`src/rtl/single_cycle_cpu.sv`:
```
// single_cycle_cpu: single-cycle RV64I-subset core with hardwired ROM, register file and data RAM.
// Every rising edge retires the instruction at pc; debug_out mirrors x10.
module single_cycle_cpu #(
    parameter int IMEM_WORDS = 64,
    parameter int DMEM_DWORDS = 32,
    parameter logic [IMEM_WORDS*32-1:0] ROM_IMAGE = {
        {(IMEM_WORDS-10){32'h00000013}},
        32'h0000006F, 32'h00150513, 32'hFFF00513, 32'h00250463, 32'h40118533,
        32'h00003183, 32'h00A03023, 32'h00208533, 32'h00700113, 32'h00500093
    }
) (
    input  logic        clk,
    input  logic        rst,
    output logic [63:0] debug_out
);
    localparam int IW = $clog2(IMEM_WORDS);
    localparam int DW = $clog2(DMEM_DWORDS);
    localparam logic [6:0] OP = 7'h33, OP_IMM = 7'h13, LOAD = 7'h03, STORE = 7'h23;
    localparam logic [6:0] BRANCH = 7'h63, JAL = 7'h6F, LUI = 7'h37;
    logic [63:0] pc, next_pc;
    logic [63:0] regs [32];
    logic [63:0] dmem [DMEM_DWORDS];
    logic [31:0] instr;
    logic [6:0]  opcode, f7;
    logic [4:0]  rd, rs1, rs2;
    logic [2:0]  f3;
    logic [63:0] imm_i, imm_s, imm_b, imm_j, imm_u;
    logic [63:0] rs1_val, rs2_val, alu_b, alu_y, addr, reg_wd;
    logic [DW-1:0] addr_idx;
    logic        alt, r_ok, i_ok, reg_we, mem_we, eq;
    logic        unused_addr;
    assign instr  = ROM_IMAGE[pc[IW+1:2]*32 +: 32];
    assign opcode = instr[6:0];
    assign rd     = instr[11:7];
    assign f3     = instr[14:12];
    assign rs1    = instr[19:15];
    assign rs2    = instr[24:20];
    assign f7     = instr[31:25];
    assign imm_i  = {{52{instr[31]}}, instr[31:20]};
    assign imm_s  = {{52{instr[31]}}, instr[31:25], instr[11:7]};
    assign imm_b  = {{51{instr[31]}}, instr[31], instr[7], instr[30:25], instr[11:8], 1'b0};
    assign imm_j  = {{43{instr[31]}}, instr[31], instr[19:12], instr[20], instr[30:21], 1'b0};
    assign imm_u  = {{32{instr[31]}}, instr[31:12], 12'b0};
    assign rs1_val = regs[rs1];
    assign rs2_val = regs[rs2];
    assign eq      = rs1_val == rs2_val;
    assign r_ok = f7 == 7'h00 || (f7 == 7'h20 && (f3 == 3'd0 || f3 == 3'd5));
    assign i_ok = f3 != 3'd1 && f3 != 3'd3 && f3 != 3'd5;
    assign alt   = opcode == OP && f7[5];
    assign alu_b = opcode == OP ? rs2_val : imm_i;
    // Low three address bits are dropped and the upper bits wrap the RAM index.
    assign addr     = rs1_val + (opcode == STORE ? imm_s : imm_i);
    assign addr_idx = addr[DW+2:3];
    assign unused_addr = ^{addr[63:DW+3], addr[2:0]};
    always_comb begin
        case (f3)
            3'd0:    alu_y = alt ? rs1_val - alu_b : rs1_val + alu_b;
            3'd1:    alu_y = rs1_val << alu_b[5:0];
            3'd2:    alu_y = {63'b0, $signed(rs1_val) < $signed(alu_b)};
            3'd4:    alu_y = rs1_val ^ alu_b;
            3'd5:    alu_y = alt ? 64'($signed(rs1_val) >>> alu_b[5:0]) : rs1_val >> alu_b[5:0];
            3'd6:    alu_y = rs1_val | alu_b;
            3'd7:    alu_y = rs1_val & alu_b;
            default: alu_y = 64'b0;
        endcase
    end
    always_comb begin
        reg_we  = 1'b0;
        reg_wd  = alu_y;
        mem_we  = 1'b0;
        next_pc = pc + 64'd4;
        case (opcode)
            OP:     reg_we = r_ok;
            OP_IMM: reg_we = i_ok;
            LOAD: begin
                reg_we = f3 == 3'd3;
                reg_wd = dmem[addr_idx];
            end
            STORE:  mem_we = f3 == 3'd3;
            BRANCH: next_pc = (f3 == 3'd0 && eq) || (f3 == 3'd1 && !eq) ? pc + imm_b : pc + 64'd4;
            JAL: begin
                reg_we  = 1'b1;
                reg_wd  = pc + 64'd4;
                next_pc = pc + imm_j;
            end
            LUI: begin
                reg_we = 1'b1;
                reg_wd = imm_u;
            end
            default: reg_we = 1'b0;
        endcase
    end
    always_ff @(posedge clk) begin
        if (rst) begin
            pc <= 64'b0;
            for (int i = 0; i < 32; i++) regs[i] <= 64'b0;
            for (int i = 0; i < DMEM_DWORDS; i++) dmem[i] <= 64'b0;
        end else begin
            pc <= next_pc;
            if (reg_we && rd != 5'd0) regs[rd] <= reg_wd;
            if (mem_we) dmem[addr_idx] <= rs2_val;
        end
    end
    assign debug_out = regs[10];
endmodule

```
`config.mk`:
```
export PLATFORM = sky130hd
export DESIGN_NAME = single_cycle_cpu
export DESIGN_NICKNAME = d
export VERILOG_FILES = /design/src/rtl/single_cycle_cpu.sv
export SDC_FILE = /design/constraint.sdc
export NUM_CORES = 2
export LEC_CHECK = 0
export BUFFER_PORTS_ARGS = -buffer_cell sky130_fd_sc_hd__buf_2
export CAP_MARGIN = 20
export CORE_MARGIN = 2
export CORE_UTILIZATION = 40
export CTS_CLUSTER_SIZE = 30
export DETAILED_ROUTE_END_ITERATION = 10
export PLACE_DENSITY = 0.53
export SYNTH_ARGS = -nofsm -noshare
export SYNTH_HDL_FRONTEND = slang
export SYNTH_SLANG_ARGS = --single-unit
```
`constraint.sdc`:
```
create_clock -name clk -period 19.2 [get_ports clk]
set_input_delay 1.92 -clock clk [delete_from_list [all_inputs] [get_ports clk]]
set_output_delay 1.92 -clock clk [all_outputs]
set_load 0.03 [all_outputs]
```
==> Word-level counts from Yosys, hierarchy flattened <==
Memory sizes are Yosys's and may differ from the RTL's.
Cells that the tools add are included.
{ "word_totals": {"wordCells": 77, "input_bits": 2, "mem_count": 2, "mem_bits_rw": 4096, "out_inout_bits": 64, "regBits": 64} }
{ "classes": {"reduce_logical": 17, "eq_ne": 19, "n_mux": 24, "shift": 4, "n_bitwise": 3, "order_cmp": 1, "n_addsub": 6} }
{ "mem_list": {"columns": ["memory", "words", "word_bits", "rd", "rd_ports_with_merged_regs", "wr", "line", "rtl"], "rows": [
  ["dmem", 32, 64, 1, 0, 32, "22", "logic [63:0] dmem [DMEM_DWORDS];"],
  ["regs", 32, 64, 3, 0, 32, "21", "logic [63:0] regs [32];"]
]} }
{ "ops": {"columns": ["operator", "n"], "rows": [
  ["$shiftx A2048 B12 Y32 const A", 1],
  ["$pmux W64 S7", 1],
  ["$mux W64", 6],
  ["$add A64 B64 Y64", 3],
  ["$pmux W64 S3", 1],
  ["$pmux W64 S2", 1],
  ["$reduce_or A64 Y1", 2],
  ["$add A64 B3 Y64 const B", 1],
  ["$and A64 B64 Y64", 1],
  ["$eq A64 B64 Y1", 1],
  ["$lt A64 B64 Y1", 1],
  ["$or A64 B64 Y64", 1],
  ["$shl A64 B6 Y64", 1],
  ["$shr A64 B6 Y64", 1],
  ["$sshr A64 B6 Y64", 1],
  ["$sub A64 B64 Y64", 1],
  ["$xor A64 B64 Y64", 1],
  ["$eq A7 B6 Y1 const B", 4],
  ["$mux W5", 3],
  ["$eq A7 B7 Y1 const B", 2],
  ["$eq A3 B3 Y1 const B", 4],
  ["$mux W1", 11],
  ["$add A8 B8 Y8", 1],
  ["$eq A7 B2 Y1 const B", 1],
  ["other kinds (14)", 23]
]} }

==> Longest topological paths before layout <==
{ "logic_depth": {"ltp_word": 12, "ltp_mapped": 32, "depth_no_buf": 24} }

==> Worst setup path before layout <==
Ideal clock, no wire load.
{ "synth_path": {"kind": "register -> register", "start": "reg pc[2]", "end": "mem dmem[9][0], enable pin", "t_required_ps": 18512, "stages_incl_launch_ff": 27, "period_less_slack_ps": 7880, "path_slack_ps": 11320, "n_path_buf": 8, "arrival_ps": 7192, "setup_ps": 688, "cell_sequence": "dfxtp_1 -> clkbuf_1 -> inv_1 -> ha_1 -> mux2_2 -> nand2_4 -> buf_2 -> buf_2 -> mux4_2 -> mux2i_1 -> inv_1 -> ha_1 -> nand2_1 -> o32ai_1 -> and4_1 -> o41a_1 -> buf_2 -> o21a_1 -> nor2_1 -> buf_2 -> buf_1 -> or3_1 -> nor2_1 -> nand2_1 -> clkbuf_1 -> clkbuf_1 -> nand2_1"} }
{ "synth_lines": {"columns": ["item", "line", "rtl"], "rows": [
  ["from (decl)", "20", "logic [63:0] pc, next_pc;"],
  ["from (signal assigned)", "99", "pc <= next_pc;"],
  ["to (decl)", "22", null]
]} }

==> reports/qor.log <==
qor: status.outcome finished clean
qor: yosys.ys_seq_area_frac 0.580
qor: cells_and_area.area_growth 10.7%
qor: routing.route.detailed.wl_per_inst 36.1 um
qor: sta.finalSetupTns 0 ns
qor: global_route.grt_start_max_net_pins 134
qor: cells_and_area.commonest_non_fill_non_tap_cells_in_the_layout sky130_fd_sc_hd__edfxtp_1 (2560), sky130_fd_sc_hd__nor2_1 (2463), sky130_fd_sc_hd__mux4_2 (622)
qor: routing.highest-signal-layer met5
qor: sta.slew_headroom 0.0872
qor: cells_and_area.layout.cells.most_common sky130_fd_sc_hd__edfxtp_1
qor: sta.worst_pin_slew 1.37 ns
qor: sta.final.setup_skew 0.0759 ns
qor: global_route.vias_in_the_first_global_route 96.8k
qor: yosys.async_reset_ff_frac 0
qor: floorplan.placeableCoreArea 336000 um2
qor: routing.detailedRoute.firstIterationViolations 13.2k
qor: run.timing.max_cap.violations 0
qor: floorplan.die-area 341000 um2
qor: sta.period_minus_slack 10.53 ns
qor: routing.drt-vias-per-instance 6.41
qor: placement.hpwlAfterDp 357000 um
qor: cts.clockBufferDepth 4
qor: critical_path.cp_max_fo 92
qor: routing.vias 98.8k
qor: routing.routed-wl-met2 256000 um
qor: critical_path.peak_per_stage_delay_on_the_critical_path 0.87 ns
qor: cts.clkLatencyLatePin 0.96 ns
qor: cts.clock_tree.root_cell sky130_fd_sc_hd__clkbuf_16
qor: sta.finish_stage_setup_viols 0
qor: cells_and_area.area.sequential 78100 um2
qor: routing.drt_pass1_iterations 6
qor: cts.worst_setup_hold_path_clk_slew 0.08 ns
qor: yosys.ys_seq_elements 2623
qor: yosys.synth_cell_type_count 104
qor: floorplan.fp-row-count 213
qor: critical_path.cell_by_cell_trace_of_the_critical_path inv_1, ha_1, and3b_1, o21ai_1, inv_6, mux4_2, mux2i_1, inv_1, ha_1, nand2_1, o32ai_1, a41oi_1, o2111a_1, nor2_4, buf_12, buf_12, buf_4, buf_4, mux4_2, a22oi_1, a21oi_1, or3_1, nor2b_1
qor: worst_hold_path.worstHoldPathType flop to flop
qor: yosys.netlist_area 135000 um2
qor: cts.cts.sinks 2623
qor: sta.min_period_over_period 0.548
qor: critical_path.critical-path-slowest-cell sky130_fd_sc_hd__o32ai_1
qor: routing.routed_wl_met3 57000 um
qor: critical_path.cp-end-kind flop
qor: global_route.grt_usage 0.321
qor: cts.clock_tree_from_tritoncts built
qor: yosys.synthesis.area_per_instance 12.1 um2
qor: yosys.synth_top_flop_cell sky130_fd_sc_hd__edfxtp_1
qor: routing.m1WireLength 212000 um
qor: critical_path.worstPathArrival 11.16 ns
qor: placement.portBuffers 65
qor: sta.rsz_0062_raised_after_global_routing false
qor: floorplan.initial_core_util 0.401
qor: floorplan.fp.dieH 584 um
qor: cells_and_area.final_net_count 11.0k
qor: cts.post_cts_buffers 0
qor: yosys.ys_warn_count 0
qor: routing.remaining_drc_errors 0
qor: sta.hold_viol_final 0
qor: sta.fmax 95.0 MHz
qor: routing.drt-total-wl 557000 um
qor: routing.ant_nets 0
qor: floorplan.floorplan.io_pins 66
qor: global_route.antenna_violations_before_repair 38
qor: floorplan.die_w 584 um
qor: sta.finalMaxSlewViolations 0
qor: yosys.synth-edff-count 2560
qor: cts.clock_tree.htree_level_count 5
qor: cts.cts_buffers 295
qor: cts.cts.repair.resized 0
qor: cts.postCtsHoldBufs 0
qor: cells_and_area.drive_above_1_share 0.157
qor: critical_path.critical_path_required 19.83 ns
qor: placement.gp_routability_congestion 0.988
qor: critical_path.startpoint_type flop
qor: yosys.postSynthCellCount 11.1k
qor: critical_path.reg2reg_slack 8.67 ns
qor: global_route.first_pass_grt_wire_length 769000 um
qor: cells_and_area.fillerInstances 30.5k
qor: critical_path.worstSetupPathType flop to flop
qor: global_route.grt-ovfl-total 0
qor: cells_and_area.multi_input_area 52800 um2
## critical path, delay by kind of cell, from the launching register on
family | cells | cell delay (ns)
buffers and inverters | 7 | 3.39
AO/OA/AOI/OAI | 6 | 2.73
multiplexers | 3 | 1.25
AND/OR/NAND/NOR | 5 | 1.19
adder cells (fa/ha/maj) | 2 | 0.70
flip-flops | 1 | 0.67
## stage by stage
step / cell area, um2 / utilization / hold slack, ns / worst slack, ns / std cells
floorplan: 135000 / - / 0.503 / 11.32 / 11100
global placement: 140000 / 0.416 / 0.572 / 8.96 / 14900
detailed placement: 140000 / 0.417 / 0.584 / 8.80 / 14900
CTS: 149000 / 0.444 / 0.598 / 8.76 / 15400
global route: 149000 / 0.444 / 0.628 / 8.14 / 15400
finish: 149000 / 0.444 / 0.614 / 8.67 / 15400
## worst paths after layout
| check | to | startpoint | depth (start not counted) |
|---|---|---|---|
| worst min register to register | pc[1] | pc[1] | 2 |
| worst max-delay path | regs[11][46] | pc[2] | 23 |
| worst max register to register | regs[11][46] | pc[2] | 23 |
| worst min-delay path | pc[1] | pc[1] | 2 |
## sequential cells by signal, summed over array words and instances, names as in the netlist
| name | cells |
|---|---|
| regs | 512 |
| dmem | 2048 |
| pc | 63 |
## logic make-up (layout without fill, tap and decap cells)
family          count (synthesis)  after routing  synth area share
simple gates                 3999           3999             0.127
other cells                     1             70         0.0000279
mux                           860            860             0.123
flops                        2623           2623             0.580
compound gates               1917           1917            0.0972
fa+ha+maj                     212            212            0.0199
xor+xnor                      217            217            0.0141
buf+inv                      1251           1115            0.0380
## final cells by class
type	instances	share of cell area
Antenna cell	6	0.000101
Clock buffer	384	0.0533
Clock inverter	145	0.00777
Inverter	236	0.00612
Multi-Input combinational cell	7269	0.354
Sequential cell	2623	0.524
Tap cell	4407	0.0370
Timing Repair Buffer	350	0.0173
## per-layer routing
metal  GRT usage  vias up
met2       0.510     5906
met1       0.415    51100
met4       0.156       36
li1            -    40500
met5           0        -
met3      0.0713     1239
## synthesized netlist by cell type, drive strengths merged (111+ instances only)
cell,count,share of area
xnor2,154,0.010
nand2,614,0.017
a21oi,469,0.017
mux2i,122,0.0091
nor2,2478,0.069
inv,233,0.0065
nor2b,284,0.013
mux2,116,0.0097
buf,417,0.015
clkbuf,598,0.017
ha,209,0.019
mux4,622,0.10
a31oi,111,0.0052
edfxtp,2560,0.57
a22oi,181,0.010
nand3,125,0.0046
o21ai,278,0.010
Power is left out: the tool's default activity adds up to more than one toggle a clock period on the data nets, which glitch-free logic cannot reach.
